`src/rtl/cond_pkg.sv`:
```
// Shared constants for the ARM-style condition unit: condition codes, flag bit
// positions and FSM state encoding.
package cond_pkg;

    localparam int unsigned COND_W  = 4;
    localparam int unsigned FLAG_W  = 4;
    localparam int unsigned FLAGW_W = 2;

    localparam logic [COND_W-1:0] COND_EQ = 4'b0000;
    localparam logic [COND_W-1:0] COND_NE = 4'b0001;
    localparam logic [COND_W-1:0] COND_CS = 4'b0010;
    localparam logic [COND_W-1:0] COND_CC = 4'b0011;
    localparam logic [COND_W-1:0] COND_MI = 4'b0100;
    localparam logic [COND_W-1:0] COND_PL = 4'b0101;
    localparam logic [COND_W-1:0] COND_VS = 4'b0110;
    localparam logic [COND_W-1:0] COND_VC = 4'b0111;
    localparam logic [COND_W-1:0] COND_HI = 4'b1000;
    localparam logic [COND_W-1:0] COND_LS = 4'b1001;
    localparam logic [COND_W-1:0] COND_GE = 4'b1010;
    localparam logic [COND_W-1:0] COND_LT = 4'b1011;
    localparam logic [COND_W-1:0] COND_GT = 4'b1100;
    localparam logic [COND_W-1:0] COND_LE = 4'b1101;
    localparam logic [COND_W-1:0] COND_AL = 4'b1110;
    localparam logic [COND_W-1:0] COND_NV = 4'b1111;

    localparam int unsigned FLAG_N = 3;
    localparam int unsigned FLAG_Z = 2;
    localparam int unsigned FLAG_C = 1;
    localparam int unsigned FLAG_V = 0;

    typedef enum logic {
        ST_IDLE = 1'b0,
        ST_HELD = 1'b1
    } state_t;

endpackage

```
`src/rtl/cond_eval.sv`:
```
// Combinational evaluation of a 4-bit condition field against {N,Z,C,V}.
module cond_eval
    import cond_pkg::*;
(
    input  logic [COND_W-1:0] cond,
    input  logic [FLAG_W-1:0] flags,
    output logic              pass
);

    logic n, z, c, v;

    assign n = flags[FLAG_N];
    assign z = flags[FLAG_Z];
    assign c = flags[FLAG_C];
    assign v = flags[FLAG_V];

    always_comb begin
        pass = 1'b0;
        case (cond)
            COND_EQ: pass = z;
            COND_NE: pass = !z;
            COND_CS: pass = c;
            COND_CC: pass = !c;
            COND_MI: pass = n;
            COND_PL: pass = !n;
            COND_VS: pass = v;
            COND_VC: pass = !v;
            COND_HI: pass = c & !z;
            COND_LS: pass = !c | z;
            COND_GE: pass = (n == v);
            COND_LT: pass = (n != v);
            COND_GT: pass = !z & (n == v);
            COND_LE: pass = z | (n != v);
            COND_AL: pass = 1'b1;
            COND_NV: pass = 1'b0;
        endcase
    end

endmodule

```
`src/rtl/cond_unit.sv`:
```
// Condition unit: holds one decoded instruction, gates its write enables by the
// condition check and maintains the NZCV flag register.
// Optional flag shadow register enabled by defining COND_FLAG_SHADOW_EN.
module cond_unit
    import cond_pkg::*;
(
    input  logic                clk,
    input  logic                reset,
`ifdef COND_FLAG_SHADOW_EN
    input  logic                FlagSave,
    input  logic                FlagRestore,
`endif
    input  logic                InstrValid,
    input  logic [COND_W-1:0]   Cond,
    input  logic [FLAGW_W-1:0]  FlagW,
    input  logic                PCS,
    input  logic                RegW,
    input  logic                MemW,
    input  logic                NoWrite,
    input  logic                FlagUpd,
    input  logic [FLAG_W-1:0]   ALUFlags,
    output logic                CondEx,
    output logic                PCSrc,
    output logic                RegWrite,
    output logic                MemWrite,
    output logic [FLAG_W-1:0]   Flags,
    output logic                Busy
);

    state_t               state_q, state_d;
    logic [FLAG_W-1:0]    flags_q, flags_d, flags_upd;
    logic [FLAGW_W-1:0]   flagw_q, flagw_d;
    logic                 condex_q, condex_d;
    logic                 pcsrc_q, pcsrc_d;
    logic                 regwrite_q, regwrite_d;
    logic                 memwrite_q, memwrite_d;
    logic                 busy_q, busy_d;
    logic                 pass;
`ifdef COND_FLAG_SHADOW_EN
    logic [FLAG_W-1:0]    shadow_q, shadow_d;
`endif

    // New instructions are always judged against the pre-update flag register.
    cond_eval u_cond_eval (
        .cond  (Cond),
        .flags (flags_q),
        .pass  (pass)
    );

    always_ff @(posedge clk or negedge reset) begin
        if (!reset) begin
            state_q    <= ST_IDLE;
            flags_q    <= '0;
            flagw_q    <= '0;
            condex_q   <= 1'b0;
            pcsrc_q    <= 1'b0;
            regwrite_q <= 1'b0;
            memwrite_q <= 1'b0;
            busy_q     <= 1'b0;
`ifdef COND_FLAG_SHADOW_EN
            shadow_q   <= '0;
`endif
        end else begin
            state_q    <= state_d;
            flags_q    <= flags_d;
            flagw_q    <= flagw_d;
            condex_q   <= condex_d;
            pcsrc_q    <= pcsrc_d;
            regwrite_q <= regwrite_d;
            memwrite_q <= memwrite_d;
            busy_q     <= busy_d;
`ifdef COND_FLAG_SHADOW_EN
            shadow_q   <= shadow_d;
`endif
        end
    end

    always_comb begin
        state_d    = state_q;
        flags_upd  = flags_q;
        flagw_d    = flagw_q;
        condex_d   = condex_q;
        pcsrc_d    = pcsrc_q;
        regwrite_d = regwrite_q;
        memwrite_d = memwrite_q;

        unique case (state_q)
            ST_IDLE: if (InstrValid) state_d = ST_HELD;
            ST_HELD: if (FlagUpd && !InstrValid) state_d = ST_IDLE;
            default: state_d = ST_IDLE;
        endcase

        // Flag writeback is owned by the instruction currently held.
        if (state_q == ST_HELD && FlagUpd && condex_q) begin
            if (flagw_q[1]) begin
                flags_upd[FLAG_N] = ALUFlags[FLAG_N];
                flags_upd[FLAG_Z] = ALUFlags[FLAG_Z];
            end
            if (flagw_q[0]) begin
                flags_upd[FLAG_C] = ALUFlags[FLAG_C];
                flags_upd[FLAG_V] = ALUFlags[FLAG_V];
            end
        end

        if (InstrValid) begin
            flagw_d    = FlagW;
            condex_d   = pass;
            pcsrc_d    = PCS & pass;
            regwrite_d = RegW & pass & !NoWrite;
            memwrite_d = MemW & pass;
        end else if (state_d == ST_IDLE) begin
            pcsrc_d    = 1'b0;
            regwrite_d = 1'b0;
            memwrite_d = 1'b0;
        end

        busy_d = (state_d == ST_HELD);

`ifdef COND_FLAG_SHADOW_EN
        // Save and restore both sample the old values, so together they swap.
        shadow_d = FlagSave ? flags_q : shadow_q;
        flags_d  = FlagRestore ? shadow_q : flags_upd;
`else
        flags_d  = flags_upd;
`endif
    end

    assign CondEx   = condex_q;
    assign PCSrc    = pcsrc_q;
    assign RegWrite = regwrite_q;
    assign MemWrite = memwrite_q;
    assign Flags    = flags_q;
    assign Busy     = busy_q;

endmodule

```
`config.mk`:
```
export PLATFORM = sky130hd
export DESIGN_NAME = cond_unit
export DESIGN_NICKNAME = d
export VERILOG_FILES = /design/src/rtl/cond_pkg.sv /design/src/rtl/cond_eval.sv /design/src/rtl/cond_unit.sv
export SDC_FILE = /design/constraint.sdc
export NUM_CORES = 1
export LEC_CHECK = 0
export CAP_MARGIN = 10
export CORE_MARGIN = 4
export CORE_UTILIZATION = 39
export DETAILED_ROUTE_END_ITERATION = 6
export MAX_ROUTING_LAYER = met4
export PLACE_DENSITY = 0.76
export SETUP_SLACK_MARGIN = 0.15
export SKIP_CTS_REPAIR_TIMING = 1
export SLEW_MARGIN = 20
export SYNTH_ARGS = -nofsm -noshare
export SYNTH_HDL_FRONTEND = slang
export SYNTH_HIERARCHICAL = 1
export SYNTH_SLANG_ARGS = --single-unit
```
`constraint.sdc`:
```
create_clock -name clk -period 2.4 [get_ports clk]
set_input_delay 0.24 -clock clk [delete_from_list [all_inputs] [get_ports clk]]
set_output_delay 0.24 -clock clk [all_outputs]
set_load 0.1 [all_outputs]
```
==> out/metrics.csv, run 1 <==
metric,value,unit
status,completed,
dp_hpwl,1.03,mm
ys_types,27,
num_rows,13,
final-setup-viol-count,0,
rsz0062_at_grt,false,
final_util,63.4,%
p_leak,0.370,nW
clock_sinks,11,
finalClockSkew,6.32,ps
grt_max_degree,12,
relSlewSlack,67.5,%
port-buffer-count,26,
globalplace.congestion,0.884,
htreeDepth,1,
grt_util_all_layers,13.8,%
final_cell_area,866,um^2
register_area,278,um^2
antenna_found_initial,0,
tightest_slew,486,ps
worstReg2RegStart,Flags[3],
cts_tree,done,
hold_viol,0,
grt_overflow,0,
synth_nets,75,
rr_worst_depth,7,
routedWlPerCell,13.3,um
critPathRequiredTime,2570,ps
drive_gt1_share,26.2,%
grt_pass1_wl,2.05,mm
die_h,47.1,um
clk_transition_reported_paths,80,ps
fin_crit_sh,80.4,%
holdWs,290,ps
ys_ff_latch,11,
r2r_end,RegWrite,
maxSlewViolCount,0,
wirelength,1.32,mm
die_area,2220,um^2
cts_buffers,3,
synth_top_area_share,46.2,%
arrival,2100,ps
min_path_type,input pin to asynchronous set/reset pin,
syn_inst,57,
power.density,1210,nW/um^2
insertion_delay,270,ps
die_w,47.1,um
cts_max_path_buffers,2,
worstSetupEndpointType,flop,
syn-cell-area,596,um^2
cts-root-buf,clkbuf_4,
syn2layout_area_growth,45.4,%
fmax,0.518,GHz
worst_setup_path_start_kind,input pin,
maxCapViolations,0,
synth_area_per_cell,10.4,um^2
fin_crit,1930,ps
setup-tns-final,0,ps
vdd_drop_max,1.10,mV
layout.nets,103,
nFillCells,125,
antenna_cells,0,
synth_area_leaders,"dfrtp_1, mux2_2, xor2_1",
placed_area,838,um^2
num_vias,519,
yosys_warnings,6,
synth_ff_type,dfrtp_1,
dr.first_iter.drc_count,7,
multi_input_area,289,um^2
core,1370,um^2
drtPass1Iterations,4,
seq_area_frac_synth,46.2,%
setup_ws,470,ps
synth-async-reset-ratio,100,%
ioPinCount,27,
via_per_inst,5.24,
place_ws,172,ps
route.detailed.drc,0,
antenna_left,0,
r2r_setup_slack,490,ps
grt_pass1_vias,491,
worst-setup-path-type,input pin to flop,
synth_top_area_cell,dfrtp_1,
crit_fanout,8,
synth_edf_count,0,
initial_core_util,43.6,%
==> cells by family (layout without fill, tap and decap cells) <==
kind of cell / after synthesis / in the layout / share of synthesized area, %
AO/OA/AOI/OAI: 14 / 14 / 15.8
XOR/XNOR: 4 / 4 / 5.88
AND/OR/NAND/NOR: 14 / 14 / 13.9
multiplexers: 7 / 7 / 13.0
flip-flops: 11 / 11 / 46.2
buffers and inverters: 7 / 34 / 5.25
==> worst max-delay path by stage <==
stage	startpoint	endpoint	depth (start not counted)
5_1_grt	Flags[3]	RegWrite	7
6_report	Cond[0]	RegWrite	8
2_1_floorplan	Flags[1]	RegWrite	6
3_5_place_dp	Cond[0]	RegWrite	8
3_3_place_gp	Cond[0]	RegWrite	8
4_1_cts	Flags[3]	RegWrite	7
==> per-stage QoR <==
step,total power [W],std cells
finish,0.00105,99
global route,0.00110,99
CTS,0.00106,99
detailed placement,0.000929,95
global placement,0.000924,95
floorplan,0.000785,57
==> synthesized netlist by cell type, types with 2 or more instances <==
| cell | n |
|---|---|
| o21ai_0 | 4 |
| mux2_2 | 6 |
| inv_1 | 4 |
| nor2_1 | 2 |
| nand4_1 | 2 |
| dfrtp_1 | 11 |
| xor2_1 | 3 |
| nand3b_1 | 3 |
| a21oi_1 | 3 |
| nand3_1 | 2 |
==> cell type report <==
class / count / area share [%]
clock inverters: 1 / 0.578
flip-flops and latches: 11 / 32.1
well taps: 15 / 2.17
multi-input cells: 39 / 33.4
clock buffers: 3 / 2.60
inverters: 4 / 1.73
repair buffers: 26 / 27.5
==> sequential cells by signal (all words and copies together), names as in the netlist <==
name and count:
Busy 1, CondEx 1, Flags 4, MemWrite 1, PCSrc 1, RegWrite 1, flagw_q 2
==> critical path, cell delays in order <==
cell             delay (ps)
clkdlybuf4s50_1         650
nor2b_1                 180
a211oi_1                 60
a2111oi_1               370
a311oi_1                 80
o22ai_1                 210
nand2_1                 100
o32ai_1                 220
==> power breakdown <==
group	total (W)	leakage, nW	internal, W	switching (W)
Combinational	0.000624	0.219	0.000172	0.000453
Sequential	0.000298	0.133	0.000239	0.0000596
Clock	0.000127	0.0177	0.0000618	0.0000654
==> cells in the final DEF, fill, tap and decap left out, drive strengths merged <==
| master | n |
|---|---|
| nand2 | 1 |
| nor2 | 2 |
| clkbuf | 3 |
| mux2i | 1 |
| xnor2 | 1 |
| clkdlybuf4s50 | 17 |
| nand2b | 1 |
| nand3 | 2 |
| nor2b | 1 |
| xor2 | 3 |
| a2111oi | 1 |
| dfrtp | 11 |
| o32ai | 1 |
| a21oi | 3 |
| mux2 | 6 |
| a211oi | 1 |
| nand3b | 3 |
| inv | 4 |
| o22ai | 1 |
| clkinv | 1 |
| o21ai | 4 |
| buf | 9 |
| o22a | 1 |
| a21o | 1 |
| nand4 | 2 |
| nor4b | 1 |
| nor3 | 1 |
| a311oi | 1 |
==> per-layer routing <==
metal / GRT usage [%] / up-vias / part of all wire (%)
met5: - / - / 0
met2: 20.6 / 16 / 47
met4: 3.31 / 0 / 0
met1: 17.5 / 241 / 45
met3: 5.75 / 0 / 7.4
li1: - / 262 / -
Power figures use the tool's default switching activity.
==> run 2, diff against run 1 <==
--- a/config.mk
+++ b/config.mk
@@ -7,10 +7,10 @@
 export LEC_CHECK = 0
 export CAP_MARGIN = 10
 export CORE_MARGIN = 4
-export CORE_UTILIZATION = 39
+export CORE_UTILIZATION = 35
 export DETAILED_ROUTE_END_ITERATION = 6
 export MAX_ROUTING_LAYER = met4
-export PLACE_DENSITY = 0.76
+export PLACE_DENSITY = 0.72
 export SETUP_SLACK_MARGIN = 0.15
 export SKIP_CTS_REPAIR_TIMING = 1
 export SLEW_MARGIN = 20
==> constraint.sdc (replaced) <==
create_clock -name clk -period 1.7 [get_ports clk]
set_input_delay 0.17 -clock clk [delete_from_list [all_inputs] [get_ports clk]]
set_output_delay 0.17 -clock clk [all_outputs]
set_load 0.1 [all_outputs]
==> run 2 against run 1 <==
Compared with the run above:
- the run now ends with negative setup slack left
- clock skew shrank 2.8 ps
- critical path depth shrank 1
- final cell count grew 9.1%
- non-clock buffer count grew 8
- via count grew 9.6%
- die area grew 9.4%
- global-route usage grew 0.27 points
- critical path type is now flop to flop
- critical endpoint unchanged
- highest routed layer is now met4
==> out/metrics.csv, run 2 (synthesis gave the netlist of run 1 again) <==
metric,value,unit,change
status,"complete, but fails checks",,was completed
violations,negative setup slack,,
tightest_slew,487,ps,was 486 ps
syn2layout_area_growth,73.5,%,was 45.4%
cts_buffers,3,,unchanged
clock_sinks,11,,unchanged
final_cell_mix,"clkdlybuf4s50_1, buf_4, mux2_2, buf_12, dfrtp_1",,"was clkdlybuf4s50_1, dfrtp_1, buf_4, mux2_2"
initial_core_util,38.2,%,was 43.6%
worstSetupEndpointType,flop,,unchanged
layout.nets,111,,was 103
holdWs,239,ps,was 290 ps
slowest_stage,dfrtp_4,,was clkdlybuf4s50_1
vdd_drop_max,1.33,mV,was 1.10 mV
route.detailed.drc,0,,unchanged
maxCapViolations,0,,unchanged
hold_viol,0,,unchanged
switchingPower,0.000886,W,was 0.000578 W
worst-setup-path-type,flop to flop,,was input pin to flop
cts_tree,done,,unchanged
wirelength,1.51,mm,was 1.32 mm
antenna_left,0,,unchanged
maxSlewViolCount,0,,unchanged
swShare,48.7,%,was 55.0%
seqPwrFrac,24.1,%,was 28.4%
num_vias,569,,was 519
grt_overflow,0,,unchanged
final_cell_area,1030,um^2,was 866 um^2
via_per_inst,5.27,,was 5.24
insertion_delay,260,ps,was 270 ps
num_rows,14,,was 13
cts_max_path_buffers,2,,unchanged
final_common_cell,clkdlybuf4s50_1,,unchanged
placed_area,992,um^2,was 838 um^2
fin_crit_sh,106,%,
setup-tns-final,-274,ps,was 0 ps
clk_transition_reported_paths,70,ps,was 80 ps
rsz0062_at_grt,true,,was false
finalClockSkew,3.55,ps,was 6.32 ps
intPower,0.000935,W,was 0.000472 W
dr.first_iter.drc_count,8,,was 7
clkPwrFrac,9.2,%,was 12.1%
fin_crit,1800,ps,
grt_pass1_wl,2.55,mm,was 2.05 mm
globalplace.congestion,0.746,,was 0.884
drtPass1Iterations,3,,was 4
relSlewSlack,67.4,%,was 67.5%
arrival,1970,ps,was 2100 ps
setup_ws,-101,ps,was 470 ps
antenna_cells,0,,unchanged
ioPinCount,27,,unchanged
grt_pass1_vias,585,,was 491
critPathTopFamily,compound AO/OA/AOI/OAI gates,,unchanged
final_util,66.3,%,was 63.4%
dp_hpwl,1.22,mm,was 1.03 mm
core,1560,um^2,was 1370 um^2
worst_setup_path_start_kind,flop,,was input pin
crit_fanout,2,,was 8
die_w,49.3,um,was 47.1 um
fmax,0.555,GHz,
die_area,2430,um^2,was 2220 um^2
nFillCells,129,,was 125
port-buffer-count,26,,unchanged
power.density,1760,nW/um^2,was 1210 nW/um^2
grt_util_all_layers,14.1,%,was 13.8%
combPwrFrac,66.7,%,was 59.5%
min_path_type,input pin to asynchronous set/reset pin,,unchanged
routedWlPerCell,14.0,um,was 13.3 um
path_cells,xor2_2 -> xor2_1 -> a2111oi_2 -> a311oi_1 -> o22ai_1 -> nand2_1 -> o32ai_2,,was clkdlybuf4s50_1 -> nor2b_1 -> a211oi_1 -> a2111oi_1 -> a311oi_1 -> o22ai_1 -> nand2_1 -> o32ai_1
cts-root-buf,clkbuf_4,,unchanged
drive_gt1_share,39.1,%,was 26.2%
grt_max_degree,12,,unchanged
htreeDepth,1,,unchanged
largest_reg_flops,4,,unchanged
path_buf_inv,0,,was 1
critPathRequiredTime,1870,ps,was 2570 ps
die_h,49.3,um,was 47.1 um
antenna_found_initial,0,,unchanged
final-setup-viol-count,3,,was 0
p_leak,0.441,nW,was 0.370 nW
slowest_delay,490,ps,was 650 ps
run 2: power groups by stage:
stage	clock network, W	logic [W]	registers, W
2_1_floorplan	0	0.000217	0.000926
3_3_place_gp	0	0.00120	0.000439
3_5_place_dp	0	0.00120	0.000443
5_1_grt	0.000193	0.00127	0.000448
4_1_cts	0.000175	0.00121	0.000438
6_report	0.000168	0.00122	0.000438
run 2: layout make-up:
class	count	area (um^2)	share of cell area, %
Inverter	4	15.0	1.45
Tap cell	16	20.0	1.94
Sequential cell	11	288	27.8
Clock buffer	4	26.3	2.54
Multi-Input combinational cell	39	309	29.9
Timing Repair Buffer	34	375	36.3
run 2: path summary, 6_finish.rpt:
check,slack [ps],startpoint,to,depth (start not counted)
max,-100,Flags[0],RegWrite,7
min,240,reset,MemWrite,1
max reg2reg,-100,Flags[0],RegWrite,7
min reg2reg,520,flagw_q[0],flagw_q[0],1
max in group asynchronous,1090,reset,Flags[3],1
min in group clk,510,NoWrite,RegWrite,2
run 2: routing by layer:
metal  wire [um]  global-route usage [%]  vias up
met5           0                       -        -
met4          17                    5.69        0
met3          77                    3.67        4
met2         785                    23.7       15
met1         634                    15.8      273
li1            -                       -      277
run 2: stage by stage:
stage / total power, W / instances / setup slack [ps]
after detailed placement: 0.00165 / 104 / -450
final: 0.00182 / 108 / -101
after CTS: 0.00183 / 108 / -234
after global placement: 0.00163 / 104 / -328
after floorplan: 0.00114 / 57 / -273
after global routing: 0.00191 / 108 / -244
==> run 3, diff against run 2 <==
--- a/config.mk
+++ b/config.mk
@@ -13,7 +13,6 @@
 export PLACE_DENSITY = 0.72
 export SETUP_SLACK_MARGIN = 0.15
 export SKIP_CTS_REPAIR_TIMING = 1
-export SLEW_MARGIN = 20
 export SYNTH_ARGS = -nofsm -noshare
 export SYNTH_HDL_FRONTEND = slang
 export SYNTH_HIERARCHICAL = 1
==> results of run 3 <==
Same layout as run 2: the final DEF is identical, and so are final timing and power.
